<file path="src/rtl/vram_port_arbiter.sv">
`default_nettype none
// ============================================================================
// Module      : vram_port_arbiter
// Description : Shares the single-port text-VRAM BRAM between the AXI4-Lite
//               host and the video character-fetch logic. Also holds the
//               control register at word address VRAM_WORDS.
//               Every access runs IDLE -> ISSUE -> WAIT -> DONE (4 cycles).
//               Video wins arbitration by default. Host wins when it is the
//               only requester or has waited MAX_WAIT cycles.
// Ports       : axi_aclk/axi_aresetn      - clock, async active-low reset
//               host_req/we/addr/wdata/wstrb -> host_ack/host_rdata
//               vid_req/vid_addr          -> vid_ack/vid_rdata
//               bram_en/we/addr/wdata, bram_rdata - BRAM primitive port
//               ctrl_reg                  - control register contents
// Revision    : 1.0 - initial release
// ============================================================================
module vram_port_arbiter #(
    parameter int ADDR_W     = 10,
    parameter int DATA_W     = 32,
    parameter int VRAM_WORDS = 600,
    parameter int MAX_WAIT   = 4
) (
    input  logic                  axi_aclk,
    input  logic                  axi_aresetn,
    input  logic                  host_req,
    input  logic                  host_we,
    input  logic [ADDR_W-1:0]     host_addr,
    input  logic [DATA_W-1:0]     host_wdata,
    input  logic [DATA_W/8-1:0]   host_wstrb,
    output logic                  host_ack,
    output logic [DATA_W-1:0]     host_rdata,
    input  logic                  vid_req,
    input  logic [ADDR_W-1:0]     vid_addr,
    output logic                  vid_ack,
    output logic [DATA_W-1:0]     vid_rdata,
    output logic                  bram_en,
    output logic [DATA_W/8-1:0]   bram_we,
    output logic [ADDR_W-1:0]     bram_addr,
    output logic [DATA_W-1:0]     bram_wdata,
    input  logic [DATA_W-1:0]     bram_rdata,
    output logic [DATA_W-1:0]     ctrl_reg
);

    localparam int                STRB_W      = DATA_W / 8;
    localparam int                CNT_W       = $clog2(MAX_WAIT + 1);
    localparam logic [ADDR_W-1:0] C_CTRL_ADDR = ADDR_W'(VRAM_WORDS);
    localparam logic [CNT_W-1:0]  C_MAX_WAIT  = CNT_W'(MAX_WAIT);

    typedef enum logic [1:0] {
        IDLE  = 2'd0,
        ISSUE = 2'd1,
        WAIT  = 2'd2,
        DONE  = 2'd3
    } state_t;

    state_t             r_state;
    logic               r_owner_host;
    logic               r_we;
    logic [ADDR_W-1:0]  r_addr;
    logic [DATA_W-1:0]  r_wdata;
    logic [STRB_W-1:0]  r_wstrb;
    logic [CNT_W-1:0]   r_wait_cnt;

    logic               w_host_win;
    logic               w_host_grant;
    logic               w_host_waiting;
    logic [ADDR_W-1:0]  w_sel_addr;
    logic               w_sel_we;
    logic               w_sel_in_bram;
    logic [DATA_W-1:0]  w_rd_src;
    logic [DATA_W-1:0]  w_ctrl_next;

    // Host takes the slot when alone or once it has starved long enough.
    assign w_host_win    = host_req & (~vid_req | (r_wait_cnt >= C_MAX_WAIT));
    assign w_host_grant  = (r_state == IDLE) & w_host_win;
    // A host request held during its own in-flight access is not waiting.
    assign w_host_waiting = host_req & ~w_host_grant
                          & ~((r_state != IDLE) & r_owner_host);

    assign w_sel_addr    = w_host_win ? host_addr : vid_addr;
    assign w_sel_we      = w_host_win & host_we;
    assign w_sel_in_bram = (w_sel_addr < C_CTRL_ADDR);

    // Read source for the latched address: BRAM, control register or zero.
    assign w_rd_src = (r_addr < C_CTRL_ADDR)  ? bram_rdata :
                      (r_addr == C_CTRL_ADDR) ? ctrl_reg   : '0;

    // Byte-lane merge of the latched write into the control register.
    always_comb begin
        w_ctrl_next = ctrl_reg;
        for (int b = 0; b < STRB_W; b++) begin
            if (r_wstrb[b]) begin
                w_ctrl_next[8*b +: 8] = r_wdata[8*b +: 8];
            end
        end
    end

    always_ff @(posedge axi_aclk or negedge axi_aresetn) begin
        if (!axi_aresetn) begin
            r_state      <= IDLE;
            r_owner_host <= 1'b0;
            r_we         <= 1'b0;
            r_addr       <= '0;
            r_wdata      <= '0;
            r_wstrb      <= '0;
            r_wait_cnt   <= '0;
            ctrl_reg     <= '0;
            host_ack     <= 1'b0;
            vid_ack      <= 1'b0;
            host_rdata   <= '0;
            vid_rdata    <= '0;
            bram_en      <= 1'b0;
            bram_we      <= '0;
            bram_addr    <= '0;
            bram_wdata   <= '0;
        end else begin
            // Pulse-type outputs fall back to zero unless set below.
            host_ack   <= 1'b0;
            vid_ack    <= 1'b0;
            host_rdata <= '0;
            vid_rdata  <= '0;
            bram_en    <= 1'b0;
            bram_we    <= '0;

            if (w_host_grant) begin
                r_wait_cnt <= '0;
            end else if (w_host_waiting && (r_wait_cnt < C_MAX_WAIT)) begin
                r_wait_cnt <= r_wait_cnt + 1'b1;
            end

            case (r_state)
                IDLE: begin
                    if (host_req || vid_req) begin
                        r_owner_host <= w_host_win;
                        r_we         <= w_sel_we;
                        r_addr       <= w_sel_addr;
                        r_wdata      <= host_wdata;
                        r_wstrb      <= host_wstrb;
                        // BRAM port is set up here so it is registered
                        // and valid for the whole ISSUE cycle.
                        bram_en      <= w_sel_in_bram;
                        bram_addr    <= w_sel_addr;
                        if (w_sel_we && w_sel_in_bram) begin
                            bram_we    <= host_wstrb;
                            bram_wdata <= host_wdata;
                        end
                        r_state      <= ISSUE;
                    end
                end
                ISSUE: begin
                    if (r_we && (r_addr == C_CTRL_ADDR)) begin
                        ctrl_reg <= w_ctrl_next;
                    end
                    r_state <= WAIT;
                end
                WAIT: begin
                    // bram_rdata is valid now; load the owner's result so
                    // it appears together with the ack during DONE.
                    if (r_owner_host) begin
                        host_ack   <= 1'b1;
                        host_rdata <= r_we ? '0 : w_rd_src;
                    end else begin
                        vid_ack    <= 1'b1;
                        vid_rdata  <= w_rd_src;
                    end
                    r_state <= DONE;
                end
                DONE: begin
                    r_state <= IDLE;
                end
                default: begin
                    r_state <= IDLE;
                end
            endcase
        end
    end

endmodule
`default_nettype wire

</file>
<file path="config.mk">
export PLATFORM = sky130hd
export DESIGN_NAME = vram_port_arbiter
export DESIGN_NICKNAME = d
export VERILOG_FILES = /design/src/rtl/vram_port_arbiter.sv
export SDC_FILE = /design/constraint.sdc
export NUM_CORES = 1
export LEC_CHECK = 0
export ABC_AREA = 1
export CAP_MARGIN = 20
export CELL_PAD_IN_SITES_DETAIL_PLACEMENT = 0
export CELL_PAD_IN_SITES_GLOBAL_PLACEMENT = 1
export CORE_MARGIN = 2
export CORE_UTILIZATION = 34
export DETAILED_ROUTE_END_ITERATION = 6
export GPL_TIMING_DRIVEN = 0
export PLACE_DENSITY = 0.86
export SLEW_MARGIN = 20
export SYNTH_ARGS = -nofsm -noshare
export SYNTH_HDL_FRONTEND = slang
export SYNTH_SLANG_ARGS = --single-unit
export TNS_END_PERCENT = 100
</file>
<file path="constraint.sdc">
create_clock -name axi_aclk -period 1.8 [get_ports axi_aclk]
set_clock_uncertainty 0.05 [all_clocks]
set_input_delay 0.36 -clock axi_aclk [delete_from_list [all_inputs] [get_ports axi_aclk]]
set_output_delay 0.36 -clock axi_aclk [all_outputs]
set_load 0.01 [all_outputs]
</file>
==> results.toml, run 1 <==
[place]
hpwl_mm = 17.0
placed_cell_area_um2 = 10200
portBuffers = 237
gp_congestion = 0.823
pre_cts_slack_ps = -680

[finish]
n_fill_cell = 1958
multi_input_area_um2 = 2480
areaGrowthSynthToFinish_pct = 50.5
finalNetCount = 1158
diodes = 0
regArea_um2 = 4710
finalInstanceArea_um2 = 11100
drive_gt1_frac = 0.117

[power]
p_sw_frac = 0.343
p_leak_nw = 5.86
power_density_nw_per_um2 = 1350
internal_power_mw = 9.89
pwr-share-clk = 0.252
pwr-share-seq = 0.403
vdd_drop_max_mv = 0.684
p_total_mw = 15.0
netSwitchingPower_mw = 5.16
combPwrFrac = 0.345

[sta]
hold_viol = 0
relSlewSlack = 0.658
worst_slew_pin_slew_ps = 513
grt_setup_unrepaired = "yes"
setup_viol = 0
min_period_ps = 1750
slew_viol_final = 0
setup_ws_ps = 48.0
period_share = 0.973
fmax_ghz = 0.571
timing.hold.ws_ps = 327

[global_routing]
grt-ovfl-total = 0
grt_pass1_wl_mm = 34.8
grtUsageTotal = 0.202
antenna_found_initial = 0
grt_pass1_vias = 6198
grt_max_degree = 80

[routing]
wl_mm = 23.0
routedWlPerCell_um = 17.0
dr.pass1.iters = 4
ant_nets = 0
vias_per_cell = 4.74
route.detailed.drc = 0
drt-initial-drc-count = 430
vias = 6391

[worst_setup_path]
cp-endpoint = "bram_wdata[20]"
crit_start = "bram_wdata[20]"
r2r-start = "r_wait_cnt[2]"
cpMaxStageDelayCell = "clkdlybuf4s50_1"
worstPathCellList = "clkdlybuf4s50_1"
cp.arrival_ps = 1340
regToRegSetupSlack_ps = 70
required_ps = 1390
r2r_end = "bram_wdata[10]"
path_depth = 1
crit_path_max_fanout = 2
critPathTopFamily = "buffers and inverters"
crit_path_end_kind = "output pin"
path_buf_inv = 1
critPathMaxStageDelay_ps = 540
worstRegToRegCells = 8
worstSetupPathType = "register to output pin"
start_kind = "register"

[synthesis]
ys_seq_area_frac = 0.638
synthCells = 784
yosysWarnings = 0
syn_avg_cell_area_um2 = 9.41
synth_cell_types = 29
synth.cell_area_um2 = 7380
postSynth.asyncResetShare = 1.00
synth-seq-cells = 188
synth_flop_cell = "dfrtp_1"
synth_edf_count = 0
synth_nets = 881

[floorplan]
core_um2 = 21200
die_h_um = 151
rows = 53
start_util = 0.349
ios = 238
die_w_um = 151
dieArea_um2 = 22900

[cts]
cts_htree_levels = 4
cts-root-buf = "clkbuf_16"
cts.path.max_buffers = 2
cts_tree = "yes"
clk_pin_slew_worst_paths_ps = 70
tritoncts_num_sinks = 188
cts_buffers = 17
clkLatencyLatePin_ps = 430

[min_path]
min_path_type = "primary input to async pin"

[outcome]
status = "complete, no violations"

[flow_run]
drv_cap = 0
[logic make-up (layout without fill, tap and decap cells)]
| logic type | count (synthesis) | count (layout) | synth area share |
|---|---|---|---|
| simple gates | 430 | 430 | 0.251 |
| flops | 188 | 188 | 0.638 |
| compound gates | 91 | 91 | 0.0638 |
| buf+inv | 71 | 361 | 0.0412 |
| fa+ha+maj | 4 | 4 | 0.00678 |
[layout make-up]
cell class | instances | share of cell area
clock inverters | 12 | 0.0124
well taps | 275 | 0.0310
flip-flops and latches | 188 | 0.424
clock buffers | 20 | 0.0411
inverters | 27 | 0.00912
repair buffers | 258 | 0.235
plain buffers | 44 | 0.0248
multi-input cells | 525 | 0.223
[cell usage after synthesis, types with 2 or more instances]
library cell | number | area (um^2)
a21oi_1 | 66 | 330
ha_1 | 4 | 50.1
nor2_1 | 16 | 60.1
inv_1 | 23 | 86.3
nand3b_1 | 2 | 15.0
a31oi_1 | 2 | 12.5
clkbuf_1 | 22 | 82.6
dfrtp_1 | 188 | 4700
o22ai_1 | 3 | 18.8
buf_4 | 3 | 22.5
nand2_1 | 298 | 1120
buf_1 | 3 | 11.3
inv_2 | 4 | 15.0
buf_2 | 15 | 75.1
nand4_1 | 32 | 200
o21ai_1 | 3 | 15.0
o21ai_0 | 14 | 70.1
nand3_1 | 72 | 360
nand2_2 | 4 | 25.0
[layout by cell type (no fill, tap or decap), drive strengths merged, types with 2 or more instances in the layout]
cell / n
nand2: 302
dfrtp: 188
clkdlybuf4s50: 180
nand3: 73
a21oi: 67
clkbuf: 51
buf: 34
nand4: 32
dlygate4sd2: 31
inv: 30
dlymetal6s2s: 25
nor2: 17
o21ai: 17
clkinv: 5
ha: 4
o22ai: 3
nand3b: 2
a31oi: 2
clkinvlp: 2
bufinv: 2
nor3: 2
[power by group through the flow]
| stage | clock network, mW | registers (mW) | logic, mW |
|---|---|---|---|
| finish | 3.79 | 6.07 | 5.19 |
| global route | 4.06 | 6.19 | 5.74 |
| CTS | 3.86 | 6.07 | 5.15 |
| detailed placement | 0 | 6.12 | 5.11 |
| global placement | 0 | 6.12 | 5.02 |
| floorplan | 0 | 6.39 | 2.12 |
[stage by stage]
step / instances / util / TNS, ps
after floorplan: 784 / - / 0
final: 1349 / 0.525 / 0
after detailed placement: 1298 / 0.480 / -67260
after CTS: 1346 / 0.515 / -5.81
after global routing: 1349 / 0.525 / -369
after global placement: 1296 / 0.477 / -1448750
[worst min path at each step]
stage	endpoint	slack [ps]	cells after the start
5_1_grt	r_addr[7]	350	2
4_1_cts	r_addr[8]	330	2
3_3_place_gp	bram_wdata[4]	400	2
6_report	r_addr[8]	330	2
3_5_place_dp	r_addr[8]	200	1
2_1_floorplan	bram_en	10	0
[per-layer routing]
metal / routed length [um] / up-vias / global-route usage
li1: - / 3138 / -
met1: 10700 / 3053 / 0.287
met2: 10800 / 177 / 0.316
met3: 1060 / 23 / 0.0395
met4: 366 / 0 / 0.0561
met5: 0 / - / 0
[timing repair]
action / CTS / global route
setup buffers: 15 / 2
endpoints found under the hold margin: 33 / 0
endpoints found under the setup margin: 208 / 181
gates resized for setup: 50 / 88
hold buffers: 1 / 0
pin swaps: 5 / 3
cloned: 0 / 1
Note: power is estimated with default switching activity, not from simulation.
==> run 2: changes to the inputs <==
--- a/config.mk
+++ b/config.mk
@@ -13,7 +13,9 @@
 export CORE_UTILIZATION = 34
 export DETAILED_ROUTE_END_ITERATION = 6
 export GPL_TIMING_DRIVEN = 0
+export HOLD_SLACK_MARGIN = 0.15
 export PLACE_DENSITY = 0.86
+export SETUP_SLACK_MARGIN = 0.1
 export SLEW_MARGIN = 20
 export SYNTH_ARGS = -nofsm -noshare
 export SYNTH_HDL_FRONTEND = slang
==> results.toml, run 2 (same netlist as run 1, synthesis figures left out) <==
[sta]
worst_slew_pin_slew_ps = 979
hold_viol = 0
grt_setup_unrepaired = "yes"
setup_viol = 4
relSlewSlack = 0.347
slew_viol_final = 0
setup_ws_ps = -9.10
fmax_ghz = 0.553
timing.hold.ws_ps = 323
min_period_ps = 1810
period_share = 1.01

[finish]
regArea_um2 = 4710
drive_gt1_frac = 0.273
finalInstanceArea_um2 = 12000
layout_commonest_cell = "nand2_1"
areaGrowthSynthToFinish_pct = 62.3
finalNetCount = 1179
final_cell_mix = "nand2_1, dfrtp_1, dlygate4sd2_1"
multi_input_area_um2 = 3210
diodes = 0
fin_util = 0.566
n_fill_cell = 1899

[cts]
cts_tree = "yes"
tritoncts_num_sinks = 188
cts-root-buf = "clkbuf_16"
cts.path.max_buffers = 2
cts_buffers = 17
cts_htree_levels = 4
clk_pin_slew_worst_paths_ps = 70
clkLatencyLatePin_ps = 430

[worst_setup_path]
worstRegToRegCells = 12
regToRegSetupSlack_ps = -9
critPathMaxStageDelay_ps = 400
cpMaxStageDelayCell = "dfrtp_1"
r2r-start = "r_wait_cnt[2]"
crit_path_max_fanout = 8
path_buf_inv = 3
cpMostUsedCell = "nand2_4"
start_kind = "register"
worstSetupPathType = "register to register"
crit_path_end_kind = "register"
critPathTopFamily = "simple AND/OR/NAND/NOR gates"
r2r_end = "bram_wdata[28]"
cp.arrival_ps = 2080
required_ps = 2070
worstPathCellList = "inv_2, nand2_4, nand2_4, buf_8, nand2_4, o21ai_4, nand2_2, nand2_4, nand3_4, buf_8, nand2_1, nand2_1"

[floorplan]
start_util = 0.349
die_w_um = 151
core_um2 = 21200
dieArea_um2 = 22900
ios = 238
die_h_um = 151
rows = 53

[power]
combPwrFrac = 0.349
p_total_mw = 15.3
vdd_drop_max_mv = 0.737
p_sw_frac = 0.366
netSwitchingPower_mw = 5.60
internal_power_mw = 9.71
pwr-share-seq = 0.403
power_density_nw_per_um2 = 1280
pwr-share-clk = 0.249
p_leak_nw = 6.47

[routing]
dr.pass1.iters = 4
vias_per_cell = 4.85
wl_mm = 24.3
ant_nets = 0
vias = 6640
routedWlPerCell_um = 17.7
drt-initial-drc-count = 390
route.detailed.drc = 0

[global_routing]
grt_pass1_wl_mm = 35.9
grtUsageTotal = 0.208
antenna_found_initial = 0
grt_max_degree = 80
grt-ovfl-total = 0
grt_pass1_vias = 6403

[place]
portBuffers = 237
hpwl_mm = 17.0
gp_congestion = 0.823
placed_cell_area_um2 = 10200

[outcome]
failed_checks = "setup timing"
status = "finished, violations left"

[flow_run]
drv_cap = 0

[min_path]
min_path_type = "primary input to async pin"
-- run 2: changes by cell type in the layout (fill, tap and decap cells not counted), sizes merged --
| cell | previous run | this run |
|---|---|---|
| buf | 34 | 65 |
| clkbuf | 51 | 41 |
| clkdlybuf4s50 | 180 | 89 |
| dlygate4sd2 | 31 | 145 |
| dlymetal6s2s | 25 | 2 |
-- run 2: repair_timing --
| action | 4_1_cts | 5_1_grt |
|---|---|---|
| setup buffers | 29 | 2 |
| hold buffers | 1 | 0 |
| endpoints found under the hold margin | 109 | 0 |
| gates cloned | 4 | 4 |
| pin swaps | 11 | 70 |
| setup endpoints to repair | 324 | 148 |
| gates resized for setup | 253 | 195 |
-- run 2: how the worst max path moves through the flow --
stage / from / to / cells after the start / slack (ps)
finish: r_wait_cnt[2] / bram_wdata[28] / 12 / -9
global route: r_wait_cnt[2] / bram_wdata[10] / 12 / -80
CTS: r_wait_cnt[2] / bram_wdata[16] / 12 / -0.2
detailed placement: host_req / bram_wdata[30] / 8 / -680
global placement: axi_aresetn / host_rdata[19] / 1 / -7370
floorplan: r_state[0] / bram_wdata[10] / 8 / 190
-- run 2: metrics by stage --
step	setup WS [ps]	TNS [ps]	cells
finish	-9.10	-17.4	1370
global route	-83.1	-2340	1370
CTS	-0.183	-0.183	1364
detailed placement	-680	-67260	1298
global placement	-7370	-1448750	1296
floorplan	190	0	784
-- run 2: worst register-to-register path, stage by stage (launching register included) --
cell	delay, ps
dfrtp_1	400
inv_2	120
nand2_4	80
nand2_4	80
buf_8	150
nand2_4	60
o21ai_4	70
nand2_2	90
nand2_4	90
nand3_4	190
buf_8	210
nand2_1	60
nand2_1	50
-- run 2: area by class of cell --
type,count,area share
flip-flops and latches,188,0.393
clock buffers,20,0.0381
plain buffers,44,0.0273
clock inverters,12,0.0115
repair buffers,279,0.225
well taps,275,0.0287
inverters,27,0.00846
multi-input cells,525,0.268
-- run 2: routing by layer --
layer	vias up	GRT usage	share of wire
li1	3164	-	-
met1	3240	0.291	0.45
met2	198	0.326	0.48
met3	38	0.0392	0.047
met4	0	0.0692	0.024
met5	-	0	0
-- run 2: power groups by stage --
stage,registers [mW],clock network [mW],logic [mW]
after floorplan,6.39,0,2.12
after global placement,6.12,0,5.02
after detailed placement,6.12,0,5.11
after CTS,6.08,3.86,4.95
after global routing,6.28,4.06,5.88
final,6.16,3.81,5.34
